--- config.mk ---
export PLATFORM = sky130hd
export DESIGN_NAME = mul_ctrl_flat
export DESIGN_NICKNAME = d
export VERILOG_FILES = /design/src/rtl/mul_ctrl_if.sv /design/src/rtl/mul_ctrl.sv /design/src/flat_wrapper.sv
export SDC_FILE = /design/constraint.sdc
export NUM_CORES = 1
export LEC_CHECK = 0
export CAP_MARGIN = 20
export CORE_ASPECT_RATIO = 2
export CORE_UTILIZATION = 51
export CTS_CLUSTER_DIAMETER = 80
export CTS_CLUSTER_SIZE = 12
export DETAILED_ROUTE_END_ITERATION = 16
export PLACE_DENSITY = 0.93
export SLEW_MARGIN = 0
export SYNTH_ARGS = -nofsm -noshare
export SYNTH_HDL_FRONTEND = slang
export SYNTH_SLANG_ARGS = --single-unit
--- constraint.sdc ---
create_clock -name i_clk -period 5.9 [get_ports i_clk]
set_input_delay 0.59 -clock i_clk [delete_from_list [all_inputs] [get_ports i_clk]]
set_output_delay 0.59 -clock i_clk [all_outputs]
set_load 0.02 [all_outputs]
--- src/rtl/mul_ctrl_if.sv ---
// mul_ctrl_if: request, multiplier-launch and result channels of mul_ctrl
interface mul_ctrl_if #(parameter int TAG_W = 5);
   logic             i_valid;
   logic             o_ready;
   logic [1:0]       i_op;
   logic [31:0]      i_a;
   logic [31:0]      i_b;
   logic [TAG_W-1:0] i_tag;
   logic             i_flush;
   logic             o_mul_en;
   logic [31:0]      o_mul_a;
   logic [31:0]      o_mul_b;
   logic [63:0]      i_mul_y;
   logic             i_mul_finish;
   logic             o_valid;
   logic             i_ready;
   logic [31:0]      o_result;
   logic [TAG_W-1:0] o_tag;
   modport slave (
      input  i_valid, i_op, i_a, i_b, i_tag, i_flush, i_mul_y, i_mul_finish, i_ready,
      output o_ready, o_mul_en, o_mul_a, o_mul_b, o_valid, o_result, o_tag
   );
   modport master (
      output i_valid, i_op, i_a, i_b, i_tag, i_flush, i_mul_y, i_mul_finish, i_ready,
      input  o_ready, o_mul_en, o_mul_a, o_mul_b, o_valid, o_result, o_tag
   );
endinterface

--- src/rtl/mul_ctrl.sv ---
// mul_ctrl: sequences one RV32M multiply through the signed Booth multiplier
// and corrects the high word for the unsigned variants.
module mul_ctrl #(parameter int TAG_W = 5) (
   input logic     i_clk,
   input logic     i_rst,
   mul_ctrl_if.slave bus
);
   typedef enum logic [2:0] {IDLE, START, WAIT, FIX, DONE} state_t;
   state_t           state, state_n;
   logic [1:0]       op;
   logic [TAG_W-1:0] tag;
   logic             drop;
   logic             drop_now;
   logic [63:0]      prod;
   logic [31:0]      hi, corr_a, corr_b, fix;
   assign drop_now     = drop | bus.i_flush;
   assign bus.o_ready  = state == IDLE;
   assign bus.o_mul_en = state == START;
   assign bus.o_valid  = state == DONE;
   always_ff @(posedge i_clk)
      if (i_rst) begin
         state        <= IDLE;
         drop         <= 1'b0;
         op           <= '0;
         tag          <= '0;
         prod         <= '0;
         bus.o_mul_a  <= '0;
         bus.o_mul_b  <= '0;
         bus.o_result <= '0;
         bus.o_tag    <= '0;
      end else begin
         state <= state_n;
         if (state == IDLE && bus.i_valid && !bus.i_flush) begin
            op          <= bus.i_op;
            tag         <= bus.i_tag;
            bus.o_mul_a <= bus.i_a;
            bus.o_mul_b <= bus.i_b;
            drop        <= 1'b0;
         end else if ((state == START || state == WAIT || state == FIX) && bus.i_flush)
            drop <= 1'b1;
         if (state == WAIT && bus.i_mul_finish && !drop_now)
            prod <= bus.i_mul_y;
         if (state == FIX && !bus.i_flush) begin
            bus.o_result <= fix;
            bus.o_tag    <= tag;
         end
      end
   // the multiplier is signed; an operand with bit 31 set is worth 2^32 more
   // when read as unsigned, which adds the other operand to the high word
   always_comb begin
      hi     = prod[63:32];
      corr_a = bus.o_mul_b[31] ? bus.o_mul_a : 32'd0;
      corr_b = bus.o_mul_a[31] ? bus.o_mul_b : 32'd0;
      fix    = op == 2'd0 ? prod[31:0] :
               op == 2'd1 ? hi :
               op == 2'd2 ? hi + corr_a : hi + corr_a + corr_b;
      state_n = state;
      case (state)
         IDLE:    state_n = bus.i_valid && !bus.i_flush ? START : IDLE;
         START:   state_n = WAIT;
         WAIT:    state_n = !bus.i_mul_finish ? WAIT : drop_now ? IDLE : FIX;
         FIX:     state_n = bus.i_flush ? IDLE : DONE;
         DONE:    state_n = bus.i_ready || bus.i_flush ? IDLE : DONE;
         default: state_n = IDLE;
      endcase
   end
endmodule

--- src/flat_wrapper.sv ---
// flat-port wrapper written by rule: the top's interface ports become plain ports
module mul_ctrl_flat 
#(parameter int TAG_W = 5)
  (i_clk, i_rst, bus_i_valid, bus_i_op, bus_i_a, bus_i_b, bus_i_tag, bus_i_flush, bus_i_mul_y, bus_i_mul_finish, bus_i_ready, bus_o_ready, bus_o_mul_en, bus_o_mul_a, bus_o_mul_b, bus_o_valid, bus_o_result, bus_o_tag);
  mul_ctrl_if #(.TAG_W(TAG_W)) bus_i ();
  input logic i_clk;
  input logic i_rst;
  input wire logic [$bits(bus_i.i_valid)-1:0] bus_i_valid;
  input wire logic [$bits(bus_i.i_op)-1:0] bus_i_op;
  input wire logic [$bits(bus_i.i_a)-1:0] bus_i_a;
  input wire logic [$bits(bus_i.i_b)-1:0] bus_i_b;
  input wire logic [$bits(bus_i.i_tag)-1:0] bus_i_tag;
  input wire logic [$bits(bus_i.i_flush)-1:0] bus_i_flush;
  input wire logic [$bits(bus_i.i_mul_y)-1:0] bus_i_mul_y;
  input wire logic [$bits(bus_i.i_mul_finish)-1:0] bus_i_mul_finish;
  input wire logic [$bits(bus_i.i_ready)-1:0] bus_i_ready;
  output wire logic [$bits(bus_i.o_ready)-1:0] bus_o_ready;
  output wire logic [$bits(bus_i.o_mul_en)-1:0] bus_o_mul_en;
  output wire logic [$bits(bus_i.o_mul_a)-1:0] bus_o_mul_a;
  output wire logic [$bits(bus_i.o_mul_b)-1:0] bus_o_mul_b;
  output wire logic [$bits(bus_i.o_valid)-1:0] bus_o_valid;
  output wire logic [$bits(bus_i.o_result)-1:0] bus_o_result;
  output wire logic [$bits(bus_i.o_tag)-1:0] bus_o_tag;
  assign bus_i.i_valid = bus_i_valid;
  assign bus_i.i_op = bus_i_op;
  assign bus_i.i_a = bus_i_a;
  assign bus_i.i_b = bus_i_b;
  assign bus_i.i_tag = bus_i_tag;
  assign bus_i.i_flush = bus_i_flush;
  assign bus_i.i_mul_y = bus_i_mul_y;
  assign bus_i.i_mul_finish = bus_i_mul_finish;
  assign bus_i.i_ready = bus_i_ready;
  assign bus_o_ready = bus_i.o_ready;
  assign bus_o_mul_en = bus_i.o_mul_en;
  assign bus_o_mul_a = bus_i.o_mul_a;
  assign bus_o_mul_b = bus_i.o_mul_b;
  assign bus_o_valid = bus_i.o_valid;
  assign bus_o_result = bus_i.o_result;
  assign bus_o_tag = bus_i.o_tag;
  mul_ctrl #(.TAG_W(TAG_W)) u_core (.i_clk(i_clk), .i_rst(i_rst), .bus(bus_i));
endmodule
==> metrics.md, run 1 <==
| Metric | Value |
|---|---|
| Layout Cells excl Fill | `between 1500 and 2000` |
| Cts bufs inserted | `17` |
| Multi-input combinational cell area | `around 0.0067 sq mm` |
| Post-DP HPWL | `just under 30000 um` |
| Final Cycle Share | `between 90% and 100%` |
| Pin count of the biggest net entering global routing | `87` |
| Ports | `245` |
| Fill cell count | `1645` |
| Total gr overflow | `0` |
| CP Launch Type | `flip-flop` |
| Chip height | `206 um` |
| VDD IR max | `slightly above 200 uV` |
| Worst Setup End Kind | `flip-flop` |
| Async SR Flop Fraction | `0%` |
| Global-route wire length before repair | `between 50000 and 60000 um` |
| Hold Buf Count CTS | `0` |
| Slew HR | `a little over a third` |
| Clock sinks | `about 180` |
| CTS tree | `yes` |
| Status | `completed` |
| Leak | `about 5.3 nW` |
| Crit-path cells | `and2_1, ha_1, fa_1, a21oi_1, o211a_1, nor2_1, a21oi_1, o31ai_1, a211o_1, a21oi_1, xnor2_1, ha_1, and3_1, and3_1, nand3_1, and3_1, xnor2_1, mux4_1, a22o_1` |
| Final WL | `about 39000 um` |
| Antenna Cells | `0` |
| # port buffers | `about 240` |
| Share of layout cells above drive strength 1 | `under 10%` |
| Worst Path Max Fanout | `15` |
| Post-CTS setup repair buffer count | `0` |
| Placer's final routability congestion estimate | `about 0.95` |
| Register area | `around 0.0035 sq mm` |
| P&R area growth vs syn | `30.5%` |
| Vias in the first global route | `about 11000` |
| Synth top area cells | `dfxtp_1 (33%), nand2_1 (13%), a21oi_1 (11%)` |
| Top-count cell post-synth | `nand2_1` |
| Critical Path Slowest Stage Cell | `mux4_1` |
| Row count | `74` |
| Post-synth EDFFs | `0` |
| Clock root cell | `clkbuf_16` |
| Cell area after synthesis | `0.0106 sq mm` |
| Number of synthesis warnings | `0` |
| WP data arrival | `between 5 and 6 ns` |
| Worst-Margin Slew | `around 0.96 ns` |
| Worst Hold Class | `reg -> reg` |
| Mapped Cells | `between 1000 and 1500` |
| H-tree levels | `4` |
| FMAX | `~0.19 GHz` |
| Required @ worst endpoint | `6.24 ns` |
| Setup TNS | `0 ns` |
| Syn nets | `between 1500 and 2000` |
| Placed Cells | `approximately 1800` |
| Tmin final | `5.33 ns` |
| Sequential share of the synthesized area | `between 30% and 40%` |
| DRC viols | `0` |
| Max Cap Viol | `0` |
| Total power | `between 0.002 and 0.003 W` |
| Final Skew | `between 0.009 and 0.01 ns` |
| Synth top area share | `~33%` |
| Yosys reg bits | `around 180` |
| Die ar. | `between 0.02 and 0.025 sq mm` |
| Nets | `1795` |
| Setup violations, final | `0` |
| Main synth FF type | `dfxtp_1` |
| Gr usage total | `between 30 and 40%` |
| Clock Path Buffers | `2` |
| CP top delay family | `compound AO/OA/AOI/OAI gates` |
| Power Density | `approximately 210 mW/mm^2` |
| Drt first-iter violations | `~640` |
| Die X | `104 um` |
| Worst-skew pair later-pin latency | `approximately 0.45 ns` |
| Core area | `between 0.02 and 0.025 sq mm` |
| Antenna violations before repair | `0` |
| CP bufs+invs | `0` |
| Initial Utilization | `between 50% and 60%` |
| Final ANT Viol Nets | `0` |
| Max-slew violation count | `0` |
| Most frequent cells after synthesis | `nand2_1 (356), a21oi_1 (223), dfxtp_1 (176)` |
| Unique cell type count in the Yosys netlist | `66` |
| Count of final hold-check violations | `0` |
| DR vias | `11200` |
| First drt pass iteration count | `6` |
| Vias per inst | `between 6 and 7` |
| Critical Setup Path Class | `reg -> reg` |
| Area leader, netlist | `dfxtp_1` |
| RSZ-0062 raised after global routing | `no` |
| Avg Cell Area, Syn | `~7.6 sq um` |
| Worst stage delay on the critical path | `~0.48 ns` |
| Clock transition at the registers of the reported paths | `about 0.070 ns` |
| WL/cell | `about 21 um` |
==> worst reg2reg max path, cell delays in order (launching register included) <==
cell and delay (ns):
dfxtp_2 0.42, and2_1 0.21, ha_1 0.22, fa_1 0.45
a21oi_1 0.24, o211a_1 0.29, nor2_1 0.11, a21oi_1 0.36
o31ai_1 0.22, a211o_1 0.29, a21oi_1 0.24, xnor2_1 0.16
ha_1 0.43, and3_1 0.25, and3_1 0.16, nand3_1 0.11
and3_1 0.22, xnor2_1 0.12, mux4_1 0.48, a22o_1 0.24
==> placed cells by master (no fill, tap or decap), types with 6 or more instances in the layout <==
cell type,netlist,routed
o21ai_0,38,38
nor2b_1,11,11
inv_1,19,19
o22ai_1,9,9
and2_1,68,68
o21bai_1,12,12
a21o_1,25,25
or3_1,6,6
dfxtp_1,176,174
a31oi_1,7,7
nand4_1,7,7
and3_1,7,7
xnor2_1,28,28
nand3_1,19,19
nor2_1,58,56
buf_4,0,14
mux2_2,7,7
mux4_2,16,16
ha_1,62,62
o21ai_1,17,17
o31ai_1,6,6
clkbuf_16,0,17
nand2_1,356,356
a211oi_1,11,11
mux2i_1,9,9
nor3_1,15,15
xor2_1,21,21
clkdlybuf4s50_1,0,243
a21oi_1,223,223
==> state kept, by name, indices dropped and copies added, names as in the netlist <==
register,count
u_core.bus.o_mul_a,32
u_core.bus.o_mul_b,32
u_core.bus.o_result,32
u_core.bus.o_tag,5
u_core.drop,1
u_core.op,2
u_core.prod,64
u_core.state,3
u_core.tag,5
==> cell type report <==
type                            count  area share [%]
Tap cell                          266            2.41
Clock inverter                     12            1.49
Inverter                           19           0.516
Sequential cell                   176            25.5
Clock buffer                       19            3.13
Timing Repair Buffer              257            18.4
Multi-Input combinational cell   1119            48.6
==> report_power, final <==
group	switching, W	internal [W]	total (W)
clock	0.000504	0.000754	0.00126
sequential	0.0000339	0.00122	0.00125
combinational	0.000166	0.000165	0.000331
total	0.000703	0.00214	0.00284
==> logic make-up (layout without fill, tap and decap cells) <==
family                     Yosys count  in the layout  synth area share (%)
AOI/OAI and AO/OA                  397            397                  22.1
muxes                               33             33                  5.25
DFF                                176            176                  33.3
buffers and inverters               99            307                  3.51
adders and majority gates           64             64                  7.70
xor gates and xnor gates            49             49                  4.05
and+or+nand+nor                    576            576                  24.1
==> layer usage <==
metal  GRT usage [%]  vias to the layer above  part of all wire, %
met5               0                        -                    0
met1            35.0                     5285                   33
met3            5.42                      182                  5.3
li1                -                     5239                    -
met2            68.4                      516                   53
met4            29.9                        0                  8.4
==> worst paths after layout <==
kind	from	end	slack, ns	cells after the start
worst min-delay path	u_core.bus.o_result[11]$_SDFFE_PP0P_	u_core.bus.o_result[11]$_SDFFE_PP0P_	0.45	2
worst max-delay path	u_core.bus.o_mul_b[31]$_SDFFE_PP0P_	u_core.bus.o_result[27]$_SDFFE_PP0P_	0.57	19
worst max register to register	u_core.bus.o_mul_b[31]$_SDFFE_PP0P_	u_core.bus.o_result[27]$_SDFFE_PP0P_	0.57	19
worst min register to register	u_core.bus.o_result[11]$_SDFFE_PP0P_	u_core.bus.o_result[11]$_SDFFE_PP0P_	0.45	2
==> what timing repair did <==
| action | in CTS | in global routing |
|---|---|---|
| hold endpoints to repair | 0 | 0 |
| setup endpoints to repair | 0 | 1 |
| resized for setup | 0 | 2 |
==> through the flow <==
stage / util, % / cell area, sq um / setup slack, ns / hold slack, ns
floorplan: - / 10600 / 1.26 / 0.432
global placement: 64.7 / 13200 / 0.548 / 0.434
detailed placement: 64.7 / 13200 / 0.459 / 0.445
CTS: 67.8 / 13800 / 0.452 / 0.452
global route: 67.9 / 13800 / 0.146 / 0.478
finish: 67.9 / 13800 / 0.569 / 0.452
(Power assumes the default switching activity.)
==> inputs of run 2 (changes only) <==
- SKIP_LAST_GASP: unset -> 1
==> results of run 2 <==
No change in the layout: final DEF, timing and power equal those of run 1.
